## config.mk

```make
export PLATFORM = sky130hd
export DESIGN_NAME = spi_reg_ctrl
export DESIGN_NICKNAME = d
export VERILOG_FILES = /design/src/rtl/spi_reg_ctrl.sv
export SDC_FILE = /design/constraint.sdc
export NUM_CORES = 1
export LEC_CHECK = 0
export ABC_CLOCK_PERIOD_IN_PS = 2900
export CAP_MARGIN = 20
export CORE_UTILIZATION = 50
export DETAILED_ROUTE_END_ITERATION = 10
export PLACE_DENSITY = 0.81
export SLEW_MARGIN = 40
export SYNTH_ARGS = -nofsm -noshare
export SYNTH_HDL_FRONTEND = slang
export SYNTH_SLANG_ARGS = --single-unit
```

## constraint.sdc

```tcl
create_clock -name clk -period 2.9 [get_ports clk]
set_clock_uncertainty 0.1 [all_clocks]
set_input_delay 0.435 -clock clk [delete_from_list [all_inputs] [get_ports clk]]
set_output_delay 0.435 -clock clk [all_outputs]
set_load 0.02 [all_outputs]
```

## src/rtl/spi_reg_ctrl.sv

```systemverilog
// spi_reg_ctrl: splits each chip-select frame into a command byte plus data bytes
// and reads/writes a small register file with address auto-increment.
// Latency: register write and tx_load follow the triggering rx_valid by 1 cycle.
// Backpressure: none; the byte engine paces everything via rx_valid, so clk >= 4x SCK.
// Ports: clk/rst (async, active high); ssel (active low, pre-synchronized);
//   rx_byte/rx_valid from the SPI slave; tx_byte/tx_load to the SPI slave;
//   led = register 0; busy = frame open; err = sticky illegal-command flag.
module spi_reg_ctrl #(
  parameter int          NUM_REGS = 8,
  parameter logic [7:0]  ID_VALUE = 8'hA5
) (
  input  logic       clk,
  input  logic       rst,
  input  logic       ssel,
  input  logic [7:0] rx_byte,
  input  logic       rx_valid,
  output logic [7:0] tx_byte,
  output logic       tx_load,
  output logic [7:0] led,
  output logic       busy,
  output logic       err
);

  localparam int             AW         = $clog2(NUM_REGS);
  localparam logic [AW-1:0]  TOP        = AW'(NUM_REGS - 1);
  // Command bits between CLR and the address field that must be zero.
  localparam int             ILL_MASK_I = 'h3F & ~((1 << AW) - 1);
  localparam logic [7:0]     ILL_MASK   = ILL_MASK_I[7:0];

  typedef enum logic [2:0] {
    S_IDLE,
    S_CMD,
    S_WRITE,
    S_READ,
    S_ERR
  } state_t;

  state_t          state_q, state_d;
  logic            ssel_q;
  logic [AW-1:0]   addr_q, addr_d;
  logic [AW-1:0]   addr_inc;
  logic            clr_q, clr_d;
  logic [7:0]      tx_byte_q, tx_byte_d;
  logic            tx_load_q, tx_load_d;
  logic            err_q, err_d;
  logic            wr_en;
  logic [7:0]      regs [NUM_REGS];
  logic [7:0]      rd_cmd;
  logic [7:0]      rd_next;
  logic [AW-1:0]   cmd_addr;

  assign cmd_addr = rx_byte[AW-1:0];
  assign addr_inc = addr_q + AW'(1);
  // The top register is never stored; it always reads back the ID constant.
  assign rd_cmd   = (cmd_addr == TOP) ? ID_VALUE : regs[cmd_addr];
  assign rd_next  = (addr_inc == TOP) ? ID_VALUE : regs[addr_inc];

  always_comb begin
    state_d   = state_q;
    addr_d    = addr_q;
    clr_d     = clr_q;
    tx_byte_d = 8'h00;
    tx_load_d = 1'b0;
    err_d     = err_q;
    wr_en     = 1'b0;
    case (state_q)
      S_IDLE: begin
        // Falling edge on the registered copy; the slave gets 0x00 for the command byte.
        if (ssel_q && !ssel) begin
          state_d   = S_CMD;
          tx_load_d = 1'b1;
        end
      end
      S_CMD: begin
        if (rx_valid) begin
          if ((rx_byte & ILL_MASK) != 8'h00) begin
            err_d   = 1'b1;
            state_d = S_ERR;
          end else begin
            addr_d = cmd_addr;
            clr_d  = rx_byte[6];
            if (rx_byte[7]) begin
              state_d   = S_READ;
              tx_byte_d = rd_cmd;
              tx_load_d = 1'b1;
            end else begin
              state_d = S_WRITE;
            end
          end
        end
      end
      S_WRITE: begin
        if (rx_valid) begin
          wr_en  = 1'b1;
          addr_d = addr_inc;
          if (clr_q && (addr_q == '0)) begin
            err_d = 1'b0;
          end
        end
      end
      S_READ: begin
        tx_byte_d = tx_byte_q;
        if (rx_valid) begin
          addr_d    = addr_inc;
          tx_byte_d = rd_next;
          tx_load_d = 1'b1;
        end
      end
      S_ERR: begin
      end
      default: state_d = S_IDLE;
    endcase
    // Chip select released: a byte arriving this same cycle was already
    // handled above (writes commit), but nothing more goes to the slave.
    if ((state_q != S_IDLE) && ssel) begin
      state_d   = S_IDLE;
      tx_byte_d = 8'h00;
      tx_load_d = 1'b0;
    end
  end

  always_ff @(posedge clk or posedge rst) begin
    if (rst) begin
      state_q   <= S_IDLE;
      ssel_q    <= 1'b1;
      addr_q    <= '0;
      clr_q     <= 1'b0;
      tx_byte_q <= 8'h00;
      tx_load_q <= 1'b0;
      err_q     <= 1'b0;
    end else begin
      state_q   <= state_d;
      ssel_q    <= ssel;
      addr_q    <= addr_d;
      clr_q     <= clr_d;
      tx_byte_q <= tx_byte_d;
      tx_load_q <= tx_load_d;
      err_q     <= err_d;
    end
  end

  always_ff @(posedge clk or posedge rst) begin
    if (rst) begin
      for (int i = 0; i < NUM_REGS; i++) begin
        regs[i] <= 8'h00;
      end
    end else if (wr_en && (addr_q != TOP)) begin
      regs[addr_q] <= rx_byte;
    end
  end

  assign tx_byte = tx_byte_q;
  assign tx_load = tx_load_q;
  assign led     = regs[0];
  assign busy    = (state_q != S_IDLE);
  assign err     = err_q;

endmodule

```

* Word-level counts from Yosys, hierarchy flattened
Index checks and enable logic that the tools add are counted.
** Cells by class
- Add/subtract/negate cells :: 1
- Order comparisons :: 4
- Equal/unequal tests :: 17
- Mux-type cells :: 40
- Bitwise gates (word level) :: 4
- Reduce and logical (&&, ||, !) cells :: 18
** Operators with widths (count)
- $mux W8 :: 12
- $bwmux W64 :: 1
- $bmux W8 S3 :: 2
- $demux W8 S3 :: 1
- $mux W3 :: 7
- $pmux W8 S2 :: 1
- $ge A4 B4 Y1 const B :: 3
- $mux W1 :: 12
- $ne A3 B3 Y1 const B :: 4
- $not A3 Y4 :: 3
- $ne A2 B2 Y1 const B :: 5
- $eq A3 B3 Y1 const B :: 3
- $pmux W3 S3 :: 1
- $reduce_bool A8 Y1 :: 1
- $eq A3 B2 Y1 const B :: 2
- $logic_not A3 Y1 :: 2
- $pmux W3 S2 :: 1
- $reduce_and A3 Y1 :: 2
- $logic_and A1 B1 Y1 :: 5
- $reduce_and A5 Y1 :: 1
- $lt A4 B1 Y1 const B :: 1
- $ne A2 B1 Y1 const B :: 2
- $reduce_and A4 Y1 :: 1
- $reduce_bool A2 Y1 :: 2
- 9 further kinds :: 9
** Storage, ports and cells
- Flip-flop bits (word level) :: 82
- Input bits :: 12

* Logic depth before layout (Yosys ltp)
- Depth in word-level cells :: 10
- Mapped depth :: 9

* Worst setup path before layout
No wires, ideal clock.
- Kind :: flip-flop to flip-flop
- From :: reg addr_q[1]
- To :: reg tx_byte_q[7], in the netlist tx_byte[7]
- Library setup time :: 124 ps
- Data arrival time :: 2484 ps
- Required time :: 2676 ps
- Setup slack :: 192 ps
- Stages on the path, launching flop included :: 10
- Period minus slack after synthesis :: 2708 ps
- Cell sequence :: dfrtp_1 > clkbuf_1 > inv_1 > ha_1 > clkbuf_1 > clkbuf_1 > mux4_2 > o22ai_1 > nor2_1 > a211o_1
** On the way
- Longest elaborated chain between the ends :: 9
- Elaborated cells between the ends (all ways) :: 10
** RTL lines
- from (decl) :: RTL line 40 : logic [AW-1:0] addr_q, addr_d;
- from (signal assigned) :: RTL line 134 : addr_q <= addr_d;
- $add A3 B1 Y3 * :: RTL line 53 : assign addr_inc = addr_q + AW'(1);
- $not A3 Y4 (implied by the code) :: RTL line 56 : assign rd_next = (addr_inc == TOP) ? ID_VALUE : regs[addr_inc];
- $bmux W8 S3 :: RTL line 56
- $mux W8 (implied by the code) (2 in series) :: RTL line 56
- $mux W8 * :: RTL line 56
- $mux W8 * :: RTL line 103 : if (rx_valid) begin
- $pmux W8 S2 * :: RTL line 66 : case (state_q)
- $mux W8 * :: RTL line 115 : if ((state_q != S_IDLE) && ssel) begin
- to (signal assigned) :: RTL line 136 : tx_byte_q <= tx_byte_d;
- to (decl) :: RTL line 43 : logic [7:0] tx_byte_q, tx_byte_d;
Mark *: on every way between the ends. The rest lies on a longest branch, timed or not. The select of a mux whose other input is x is not followed.
A chain may end at the register's enable or synchronous reset.

* Final worst setup path
- From :: reg addr_q[0]
- To :: reg regs[29] (netlist name)
** On the way
- Longest elaborated chain between the ends :: 6
- Elaborated cells between the ends (all ways) :: 9
** RTL lines
- $not A3 Y4 (implied by the code) :: RTL line 148 : regs[addr_q] <= rx_byte;
- $ge A4 B4 Y1 (implied by the code) or $lt A4 B1 Y1 (tied branches) :: RTL line 148
- $logic_and A1 B1 Y1 (implied by the code) :: RTL line 148
- $mux W8 (implied by the code) :: RTL line 148
- $demux W8 S3 :: RTL line 148
- $bwmux W64 :: RTL line 148
- to (signal, indexed assignment) :: RTL line 148
- to (decl) :: RTL line 47 : logic [7:0] regs [NUM_REGS];
Several ways; a longest one is shown, not always the timed one.

==> summary.txt <==
CTS
  – Quantity of gates resized following cts: 0
  – Clk slew on worst S/H paths: 0.08 ns
  – H-tree depth: 3
  – Num CTS Buffers: 9
  – Clock Sinks: 82
  – Clock Latency Late Sink: 0.35 ns
  – CTS max path bufs: 2
  – CTS tree: yes
  – Post-CTS Hold Fix Bufs: 0
  – Root buf cell: clkbuf_8
  – Postcts setup bufs: 0

Critical path
  – CP max stage delay: 0.59 ns
  – CP endpoint kind: flop
  – Crit-path slowest cell: or4_1
  – Arrival time worst endpoint: 2.71 ns
  – Worst setup path class: reg -> reg
  – Crit path from: addr_q[0]
  – CP most frequent cell: ha_1
  – CP Cell Sequence: ha_1 -> ha_1 -> nand2b_1 -> or4_1 -> nor3b_4 -> mux2_2
  – Worst Setup Start Kind: flop
  – CP Buf/Inv Count: 0
  – Req. time, crit path: 3.04 ns
  – Reg2reg start: addr_q[0]
  – CP max FO: 8
  – Worst path top cell family by delay: simple AND/OR/NAND/NOR gates

Route
  – Met3 WL: 618 um
  – Routed WL: 10,900 um
  – Vias: 3,097
  – M1 WL: 4570 um
  – Drt wl/cell: 22.6 um
  – Via density: 6.41
  – Post-DRT Antenna Nets: 0
  – DR top layer: met4
  – Initial DRC count: 175
  – Routed wl met2: 5420 um
  – Router iterations before antenna repair: 4
  – # DRC: 0

Power and ir drop
  – PwrDens: 630 nW/um^2
  – Leak pwr: 2.28 nW
  – Tot Pwr: 3.24 mW
  – Worst ir drop on vdd: 0.260 mV

Placement
  – I/O Buffers: 30
  – Post-DP HPWL: 7400 um
  – Setup Slack @ Placement: 0.144 ns
  – Routability congestion estimate from global placement: 0.807
  – Placed Area: 4920 um^2

Logic synthesis
  – Main flop type after synthesis: dfrtp_1
  – Area contributors post-synth: dfrtp_1 (46%), mux2_2 (17%), mux4_2 (13%), mux2i_1 (2.3%), clkbuf_1 (1.5%)
  – Register area share after synthesis: 0.465
  – Mapped cell area: 4410 um^2
  – Synthesized net count: 352
  – Synthesized flop and latch total: 82
  – Syn Area/Cell: 13.1 um^2
  – Post-synth ARST share: 1.00
  – Number of synthesized flops with an enable pin: 0
  – Synth unique cells: 46
  – Largest area contributor in the netlist: dfrtp_1
  – Syn Inst Count: 336
  – Yosys warns: 0
  – Yosys top cell area share: 0.459

Global routing
  – Total congestion overflow: 0
  – Vias in the first global route: 3,228
  – Initial antenna violation count: 1
  – Largest net degree at the start of global routing: 57
  – First-pass GRT wire length: 17,600 um
  – GR Util All Layers: 0.267

Status
  – Status: completed

Finish
  – Nets: 389
  – Ant diodes: 0
  – Area delta synth->final: 16.5%
  – Fraction of layout cells with a size suffix above 1: 0.373
  – Layout Cell Area excl Fill: 5140 um^2
  – Fillers: 658
  – Commonest cells after routing, fill and taps aside: dfrtp_1 (81), mux2_2 (66), clkdlybuf4s50_1 (30)
  – Commonest non-fill, non-tap cell in the layout: dfrtp_1

Timing
  – Fin. max-slew vios: 0
  – Fin. Hold Viols: 0
  – Fin Setup TNS: 0 ns
  – Crit share post-route: 0.886
  – Final setup vio count: 0
  – Fmax: 389 MHz
  – Unrepaired setup endpoints after global routing: false
  – Worst Max-Slew Pin Slew: 0.672 ns
  – Rel. slew slack: 0.551
  – Final worst slack: 0.330 ns
  – Crit path time final: 2.57 ns
  – Hold Slack: 0.310 ns

Floorplanning
  – Starting Density: 0.527
  – Row count: 33
  – # IOs: 31
  – Die ar.: 9210 um^2
  – Core area: 8380 um^2
  – Die H: 96.0 um
  – Die X: 96.0 um

Min path
  – Hold Path Class: in -> async

Run
  – Maxcap violations: 0
## layout make-up
type | instances | area (um^2) | area share
tap | 105 | 131 | 0.0255
clock inverter | 2 | 60.1 | 0.0117
sequential | 82 | 2050 | 0.399
clock buffer | 14 | 163 | 0.0316
multi-input combinational | 217 | 2180 | 0.424
timing repair buffer | 58 | 536 | 0.104
inverter | 5 | 20.0 | 0.00389
## cells in the mapped netlist (2+ instances only)
library cell and n:
a211o_1 3, o22a_1 3, clkbuf_1 18, nor3_1 3, ha_1 4, nor4b_1 3, nand2b_1 7, buf_4 8
mux2_1 2, a21oi_1 10, mux4_2 25, mux2i_1 10, o211ai_1 2, a22oi_1 5, nor3_4 2, nand2_1 12
nor2b_1 6, o221ai_1 6, o22ai_1 4, nand3_1 3, inv_1 5, buf_2 4, a211oi_1 2, o21ai_0 5
nand4_1 3, nor2_1 13, dfrtp_1 81, mux2_2 66, or3_1 3, or2_2 2
## routing by layer
metal | track usage | vias to the layer above
met5 | 0 | -
met1 | 0.344 | 1623
met3 | 0.0537 | 24
met2 | 0.443 | 116
li1 | - | 1334
met4 | 0.112 | 0
## metrics by stage
stage / cells / util
after floorplan: 336 / -
after global placement: 467 / 0.587
after detailed placement: 467 / 0.587
after CTS: 483 / 0.614
after global routing: 483 / 0.614
final: 483 / 0.614
## state kept, by name (all words and copies together), names as in the netlist
register	flops
ssel_q	1
regs	56
state_q	3
addr_q	3
tx_byte	8
clr_q	1
led	8
tx_load	1
err	1
## logic make-up after synthesis
family	after synthesis	synth area share
compound gates	45	0.0709
simple gates	65	0.0879
flops	82	0.465
fa+ha+maj	4	0.0113
buf+inv	37	0.0411
mux	103	0.324
## final timing paths
kind / end / slack, ns / cells after the start
max: regs[29] / 0.33 / 6
min in group clk: tx_byte[7] / 0.39 / 1
min: regs[33] / 0.31 / 2
max in group asynchronous: err / 1.75 / 3
min reg2reg: tx_byte[7] / 0.39 / 1
max reg2reg: regs[29] / 0.33 / 6
## worst reg2reg max path, delay by kind of cell, from the launching register on
kind / cells / cell delay (ns)
adders and majority gates: 2 / 0.39
muxes: 1 / 0.39
DFF: 1 / 0.38
and+or+nand+nor: 3 / 1.21
## power breakdown
part           switching (mW)  total [mW]  leakage [nW]  internal [mW]
Combinational           0.519       0.976          1.07          0.456
Sequential             0.0915        1.33          1.10           1.24
Clock                   0.398       0.932         0.111          0.534
Total                    1.01        3.24          2.28           2.23
No activity file was read; power rests on OpenSTA's default activity.
